===== config.mk =====
export PLATFORM = sky130hd
export DESIGN_NAME = nes_spr_dma
export DESIGN_NICKNAME = d
export VERILOG_FILES = /design/src/rtl/nes_spr_dma.sv
export SDC_FILE = /design/constraint.sdc
export NUM_CORES = 1
export LEC_CHECK = 0
export ABC_AREA = 1
export CORE_MARGIN = 5
export CORE_UTILIZATION = 41
export DETAILED_ROUTE_END_ITERATION = 16
export PLACE_DENSITY = 0.77
export SLEW_MARGIN = 5
export SYNTH_ARGS = -nofsm -noshare
export SYNTH_HDL_FRONTEND = slang
export SYNTH_SLANG_ARGS = --single-unit

===== constraint.sdc =====
create_clock -name i_clk -period 1.4 [get_ports i_clk]
set_input_delay 0.28 -clock i_clk [delete_from_list [all_inputs] [get_ports i_clk]]
set_output_delay 0.28 -clock i_clk [all_outputs]
set_load 0.01 [all_outputs]

===== src/rtl/nes_spr_dma.sv =====
// Sprite (OAM) DMA: snoops a CPU write to DMA_REG_ADDR, then copies page {data,8'h00} to OAM_DATA_ADDR via the spr master port.
// Optional macro NES_SPR_DMA_ALIGN_EN inserts an ALIGN dummy cycle when HALT lands on an odd cycle.
module nes_spr_dma #(
    parameter logic [15:0] DMA_REG_ADDR  = 16'h4014,
    parameter logic [15:0] OAM_DATA_ADDR = 16'h2004
) (
    input  logic        i_clk,
    input  logic        i_rst,
    input  logic [15:0] i_bus_addr,
    input  logic        i_bus_wn,
    input  logic [7:0]  i_bus_wdata,
    output logic        o_spr_req,
    input  logic        i_spr_gnt,
    output logic [15:0] o_spr_addr,
    output logic        o_spr_wn,
    output logic [7:0]  o_spr_wdata,
    input  logic [7:0]  i_spr_rdata,
    output logic        o_dma_busy
);

    typedef enum logic [2:0] {
        S_IDLE,
        S_HALT,
`ifdef NES_SPR_DMA_ALIGN_EN
        S_ALIGN,
`endif
        S_READ,
        S_WRITE
    } state_t;

    state_t      r_state, w_state;
    logic [7:0]  r_index, w_index;
    logic [7:0]  r_page,  w_page;
    logic [7:0]  r_wdata, w_wdata;
    logic [15:0] r_addr,  w_addr;
    logic        r_wn,    w_wn;
    logic        r_req,   w_req;
    logic        w_trig;

`ifdef NES_SPR_DMA_ALIGN_EN
    logic r_parity;

    // Free-running cycle parity, independent of the transfer state.
    always_ff @(posedge i_clk or posedge i_rst) begin
        if (i_rst) r_parity <= 1'b0;
        else       r_parity <= ~r_parity;
    end
`endif

    assign w_trig = (i_bus_addr == DMA_REG_ADDR) && !i_bus_wn;

    always_comb begin
        w_state = r_state;
        w_index = r_index;
        w_page  = r_page;
        w_wdata = r_wdata;
        case (r_state)
            S_IDLE: begin
                if (w_trig) begin
                    w_page  = i_bus_wdata;
                    w_index = 8'h00;
                    w_state = S_HALT;
                end
            end
            S_HALT: begin
`ifdef NES_SPR_DMA_ALIGN_EN
                w_state = r_parity ? S_ALIGN : S_READ;
`else
                w_state = S_READ;
`endif
            end
`ifdef NES_SPR_DMA_ALIGN_EN
            S_ALIGN: w_state = S_READ;
`endif
            S_READ: begin
                if (i_spr_gnt) begin
                    w_wdata = i_spr_rdata;
                    w_state = S_WRITE;
                end
            end
            S_WRITE: begin
                if (i_spr_gnt) begin
                    w_index = r_index + 8'h01;
                    w_state = (r_index == 8'hFF) ? S_IDLE : S_READ;
                end
            end
            default: w_state = S_IDLE;
        endcase
    end

    // Bus outputs are decoded from the next state so they line up with the state register.
    always_comb begin
        w_req  = (w_state != S_IDLE);
        w_wn   = 1'b1;
        w_addr = 16'h0000;
        case (w_state)
            S_HALT:  w_addr = DMA_REG_ADDR;
`ifdef NES_SPR_DMA_ALIGN_EN
            S_ALIGN: w_addr = DMA_REG_ADDR;
`endif
            S_READ:  w_addr = {w_page, w_index};
            S_WRITE: begin
                w_addr = OAM_DATA_ADDR;
                w_wn   = 1'b0;
            end
            default: w_addr = 16'h0000;
        endcase
    end

    always_ff @(posedge i_clk or posedge i_rst) begin
        if (i_rst) begin
            r_state <= S_IDLE;
            r_index <= 8'h00;
            r_page  <= 8'h00;
            r_wdata <= 8'h00;
            r_addr  <= 16'h0000;
            r_wn    <= 1'b1;
            r_req   <= 1'b0;
        end else begin
            r_state <= w_state;
            r_index <= w_index;
            r_page  <= w_page;
            r_wdata <= w_wdata;
            r_addr  <= w_addr;
            r_wn    <= w_wn;
            r_req   <= w_req;
        end
    end

    assign o_spr_req   = r_req;
    assign o_dma_busy  = r_req;
    assign o_spr_addr  = r_addr;
    assign o_spr_wn    = r_wn;
    assign o_spr_wdata = r_wdata;

endmodule

Word level (Yosys, flattened, before mapping) --
Index checks and enable logic that the tools add are counted.
Word-level totals: bits in registers 45, latch bits 0, bits in writable memories 0, bits in read-only memories 0, input bits 36, output and inout bits 27, word-level logic and storage cells 33, memories 0
Cells by class: add/sub/neg operators 1, multiply operators 0, divide/modulo/power cells 0, $lt $le $gt $ge 0, eq/ne operators 8, shifts and indexed selects 0, multiplexer cells 12, bitwise operators 0, reductions and logical operators 5
Operators by type and width (number):
- $pmux 16 s3 | 1
- $mux 8 | 4
- $eq 16x15->1 const B | 1
- $pmux 8 s2 | 1
- $eq 3x2->1 const B | 4
- $pmux 3 s4 | 1
- $mux 3 | 3
- $add 8x1->8 const B | 1
- $eq 8x8->1 const B | 1
- $eq 3x1->1 const B | 2
- $logic_not 3->1 | 1
- $reduce_bool 3->1 | 1
- $mux 2 | 1
- $reduce_and 2->1 | 1
- $logic_and 1x1->1 | 1
- $logic_not 1->1 | 1
- $mux 1 | 1

Logic depth before layout (Yosys ltp) --
depth after elaboration 6, mapped depth 10, gate-level depth less buffers 10

Worst setup path before layout --
Ideal clock, no wire load.
kind register -> register, start register r_index[0], end register r_addr[6] (netlist: o_spr_addr[6]), library setup time 0.116 ns, arrival 1.284 ns, data required time 1.284 ns, setup slack 0.000 ns, stages on the path, launching flop included 10, path buffers 1, clock period less this slack 1.400 ns, path through dfrtp_1 -> ha_1 -> nand2_2 -> nor3_4 -> nand3_2 -> nand2_2 -> nand3_4 -> nand2_4 -> buf_12 -> nor2_4
Between the ends: word-level cells in the longest chain between the ends 6, elaborated cells on any way between the ends 11
Ends and longest elaborated chain:
- start: declaration | RTL line 32 | logic [7:0] r_index, w_index;
- start signal: assignment | RTL line 121 | r_index <= w_index;
- $eq 8x8->1 (*) | RTL line 84 | w_state = (r_index == 8'hFF) ? S_IDLE : S_READ;
- $mux 2 (*) | RTL line 84
- $mux 3 (*) | RTL line 82 | if (i_spr_gnt) begin
- $pmux 3 s4 (*) | RTL line 57 | case (r_state)
- named net w_state[1] | RTL line 31 | state_t r_state, w_state;
- $eq 3x2->1 or $eq 3x1->1 (tied branches) | RTL line 96 | case (w_state)
- $pmux 16 s3 (*) | RTL line 96
- named net w_addr[6] | RTL line 35 | logic [15:0] r_addr, w_addr;
- end signal: assignment | RTL line 124 | r_addr <= w_addr;
- end: declaration | RTL line 35
Mark *: on every way through the listed nets, which the timed path passes. The rest lies on a longest branch. A chain may end at the register's enable or synchronous reset.

Final worst setup path --
start register r_index[0], end register r_addr[4] (netlist: o_spr_addr[4])
Between the ends: word-level cells in the longest chain between the ends 6, elaborated cells on any way between the ends 11
Ends and longest elaborated chain (RTL line):
- $eq 8x8->1 | 84
- $mux 2 | 84
- $mux 3 | 82
- $pmux 3 s4 | 57
- $eq 3x2->1 or $eq 3x1->1 (tied branches) | 96
- $pmux 16 s3 (*) | 96
- named net w_addr[4] | 35
Marked as above.

==> qor.yml <==
route:
  vias: 1756
  drt_iter0_drc: 81
  drtPass1Iterations: 4
  avgViaCountPerCell: 4.95
  avgRoutedWirePerCell_um: 14.7
  wl_mm: 5.21
  ant_nets: 0
  drc: 0
placement:
  routabilityCongestion: 0.842
  port_buffers: 62
  post-place-ws_ns: -0.460
  dp_cells: 340
  hpwl_mm: 3.52
cts:
  htreeDepth: 2
  cts_root_buf: "clkbuf_8"
  clock_sinks: 45
  insertion_delay_ns: 0.30
  tritoncts: "built"
  cts_buffers: 5
  cts.hold.buffers_added: 0
  path_clk_slew_ns: 0.09
  cts.path.max_buffers: 2
logic_synthesis:
  avgSynthCellArea_um2: 9.69
  synth_ff_type: "dfrtp_1"
  seq_area_frac_synth_pct: 57.0
  async_flop_share_pct: 100
  yosys-top-cells-area: "dfrtp_1 (56%), nand2_1 (14%), a21oi_2 (3.5%)"
  ys_seq_elements: 45
  netlist_top_cells_count: "nand2_1 (75), dfrtp_1 (44), nor2_1 (12), inv_1 (11), nand3_1 (10)"
  netlist_area_mm2: 0.00198
  synth_fp_nets: 241
  ys_types: 31
  synth_top_area_cell: "dfrtp_1"
  yosysMostFrequentCell: "nand2_1"
  synth_top_area_share_pct: 55.7
  syn_inst: 204
  synth_edf_count: 0
  yosysWarnings: 0
grt:
  grt_max_degree: 24
  use_met3_pct: 4.97
  grt.busiest_layer: "met2"
  grt_pass1_wl_mm: 8.09
  antenna_found_initial: 0
  grt_util_all_layers_pct: 16.4
  grt_pass1_vias: 1746
  grt-ovfl-total: 0
  grtUsageMet2_pct: 27.7
  grt_use_met1_pct: 20.1
power_and_ir_drop:
  power_density_mw_per_mm2: 802
  ir_worst_vdd_mv: 0.584
  finalPower_w: 0.00251
  p_leak_nw: 1.67
floorplanning:
  initial_core_util_pct: 42.1
  rows: 25
  core_area_mm2: 0.00469
  die_w_um: 79.4
  io_pins: 63
  die_y_um: 79.4
  dieArea_mm2: 0.00631
sta:
  finalSetupViolations: 23
  rsz0062_at_grt: "yes"
  min_period_ns: 1.56
  setup_slack_ns: -0.162
  min_period_over_period_pct: 112
  max_freq_ghz: 0.640
  hold_viol_final: 0
  skew_ns: 0.0103
  maxSlewViolCount: 0
  setup_tns_ns: -2.14
critical_path:
  cpPeakStageDelay_ns: 0.38
  endpoint_kind: "register"
  crit_top_cell: "nand2_1"
  slowest_stage: "dfrtp_1"
  worst-path-max-fanout: 3
  arrival_ns: 1.76
  path_cells: "ha_2, nand2_2, nor3_4, nand3_2, buf_4, a21oi_4, nor2_1, nand2_1, nand2_1"
  setup.worst_path.class: "reg2reg"
  required_ns: 1.59
  startpoint_type: "register"
final_layout:
  instances_no_fill: 355
  synthToLayoutAreaGrowth_pct: 58.5
  drive_gt1_share_pct: 31.9
  diodes: 0
  seq_area_mm2: 0.00113
  fillerInstances: 360
  multi_input_area_um2: 912
  final_util_pct: 66.8
  layout.nets: 337
outcome:
  violations: "negative setup slack"
  run_status: "finished with violations"
flow_run:
  maxCapViolations: 0
hold_path:
  min_path_type: "in2async"
[flip-flops by register name, indices dropped and copies added, names as in the netlist]
| name | cells |
|---|---|
| o_spr_addr | 16 |
| o_spr_wdata | 8 |
| r_index | 8 |
| r_page | 8 |
| r_state | 3 |
| o_dma_busy | 1 |
| o_spr_wn | 1 |
[power by group]
part	total [W]	internal, W	switching (W)
Combinational	0.000320	0.000178	0.000142
Clock	0.000811	0.000354	0.000457
Sequential	0.00138	0.00135	0.0000292
[worst paths after layout]
| kind | start | to | slack [ns] | cells past startpoint |
|---|---|---|---|---|
| hold reg to reg | o_spr_wdata[7]$_DFFE_PP0P_ | o_spr_wdata[7]$_DFFE_PP0P_ | 0.48 | 2 |
| min in group i_clk | o_spr_wdata[7]$_DFFE_PP0P_ | o_spr_wdata[7]$_DFFE_PP0P_ | 0.48 | 2 |
| setup reg to reg | r_index[0]$_DFF_PP0_ | o_spr_addr[4]$_DFF_PP0_ | -0.16 | 9 |
| setup / recovery | r_index[0]$_DFF_PP0_ | o_spr_addr[4]$_DFF_PP0_ | -0.16 | 9 |
| hold / removal | i_rst | o_spr_wdata[2]$_DFFE_PP0P_ | 0.23 | 2 |
| max in group asynchronous | i_rst | r_state[2]$_DFF_PP0_ | 0.72 | 3 |
[kinds of logic (layout without fill, tap and decap cells)]
family                     count (synthesis)  after routing  synth area share, %
DFF                                       45             45                 57.0
xor gates and xnor gates                   2              2                0.886
other                                      1              1                0.190
AOI/OAI and AO/OA                         20             20                 7.28
buffers and inverters                     19            115                 5.06
adders and majority gates                  1              1                0.633
and+or+nand+nor                          116            117                 28.9
[placed cells by master (no fill, tap or decap), types with 2 or more instances in the layout]
cell,Yosys,routed
a21oi_2,8,11
a21oi_4,1,2
buf_4,1,20
buf_6,0,7
clkbuf_8,0,5
clkdlybuf4s50_1,0,32
clkinv_4,1,3
dfrtp_1,44,44
dlygate4sd2_1,0,26
dlymetal6s2s_1,0,3
inv_1,11,9
inv_2,3,2
inv_4,1,3
nand2_1,75,62
nand2_2,2,13
nand2_4,4,6
nand3_1,10,5
nand3_2,2,4
nand3_4,1,4
nand4_1,2,2
nor2_1,12,10
nor2_2,0,2
nor2_4,3,3
nor3_4,1,3
o21ai_1,1,4
xor2_1,2,2
[layer usage]
metal | wire length (um) | vias to the layer above
li1 | - | 835
met1 | 2120 | 848
met2 | 2620 | 65
met3 | 384 | 8
met4 | 89 | 0
met5 | 0 | -
[critical path, delay by kind of cell (launching register included)]
kind                       cells  cell delay (ns)
and+or+nand+nor                6             0.57
DFF                            1             0.38
adders and majority gates      1             0.20
buffers and inverters          1             0.17
AOI/OAI and AO/OA              1             0.14
[per-stage QoR]
stage / instance area, um^2 / hold slack (ns)
after floorplan: 1980 / 0.397
after global placement: 2820 / 0.454
after detailed placement: 2820 / 0.459
after CTS: 2990 / 0.225
after global routing: 3130 / 0.230
final: 3130 / 0.227
[timing repair]
item,4_1_cts,5_1_grt
gates cloned,2,0
buffers inserted,4,3
hold endpoints to repair,0,0
resized for setup,46,38
endpoints found under the setup margin,65,42
pin swaps,7,15
[cell type report]
type                       count  area share (%)
sequential                    45            36.0
multi-input combinational    141            29.1
timing repair buffer          91            27.4
inverter                      16            2.44
clock buffer                   5            2.20
tap                           54            2.16
clock inverter                 3           0.719
(Power assumes the default switching activity.)
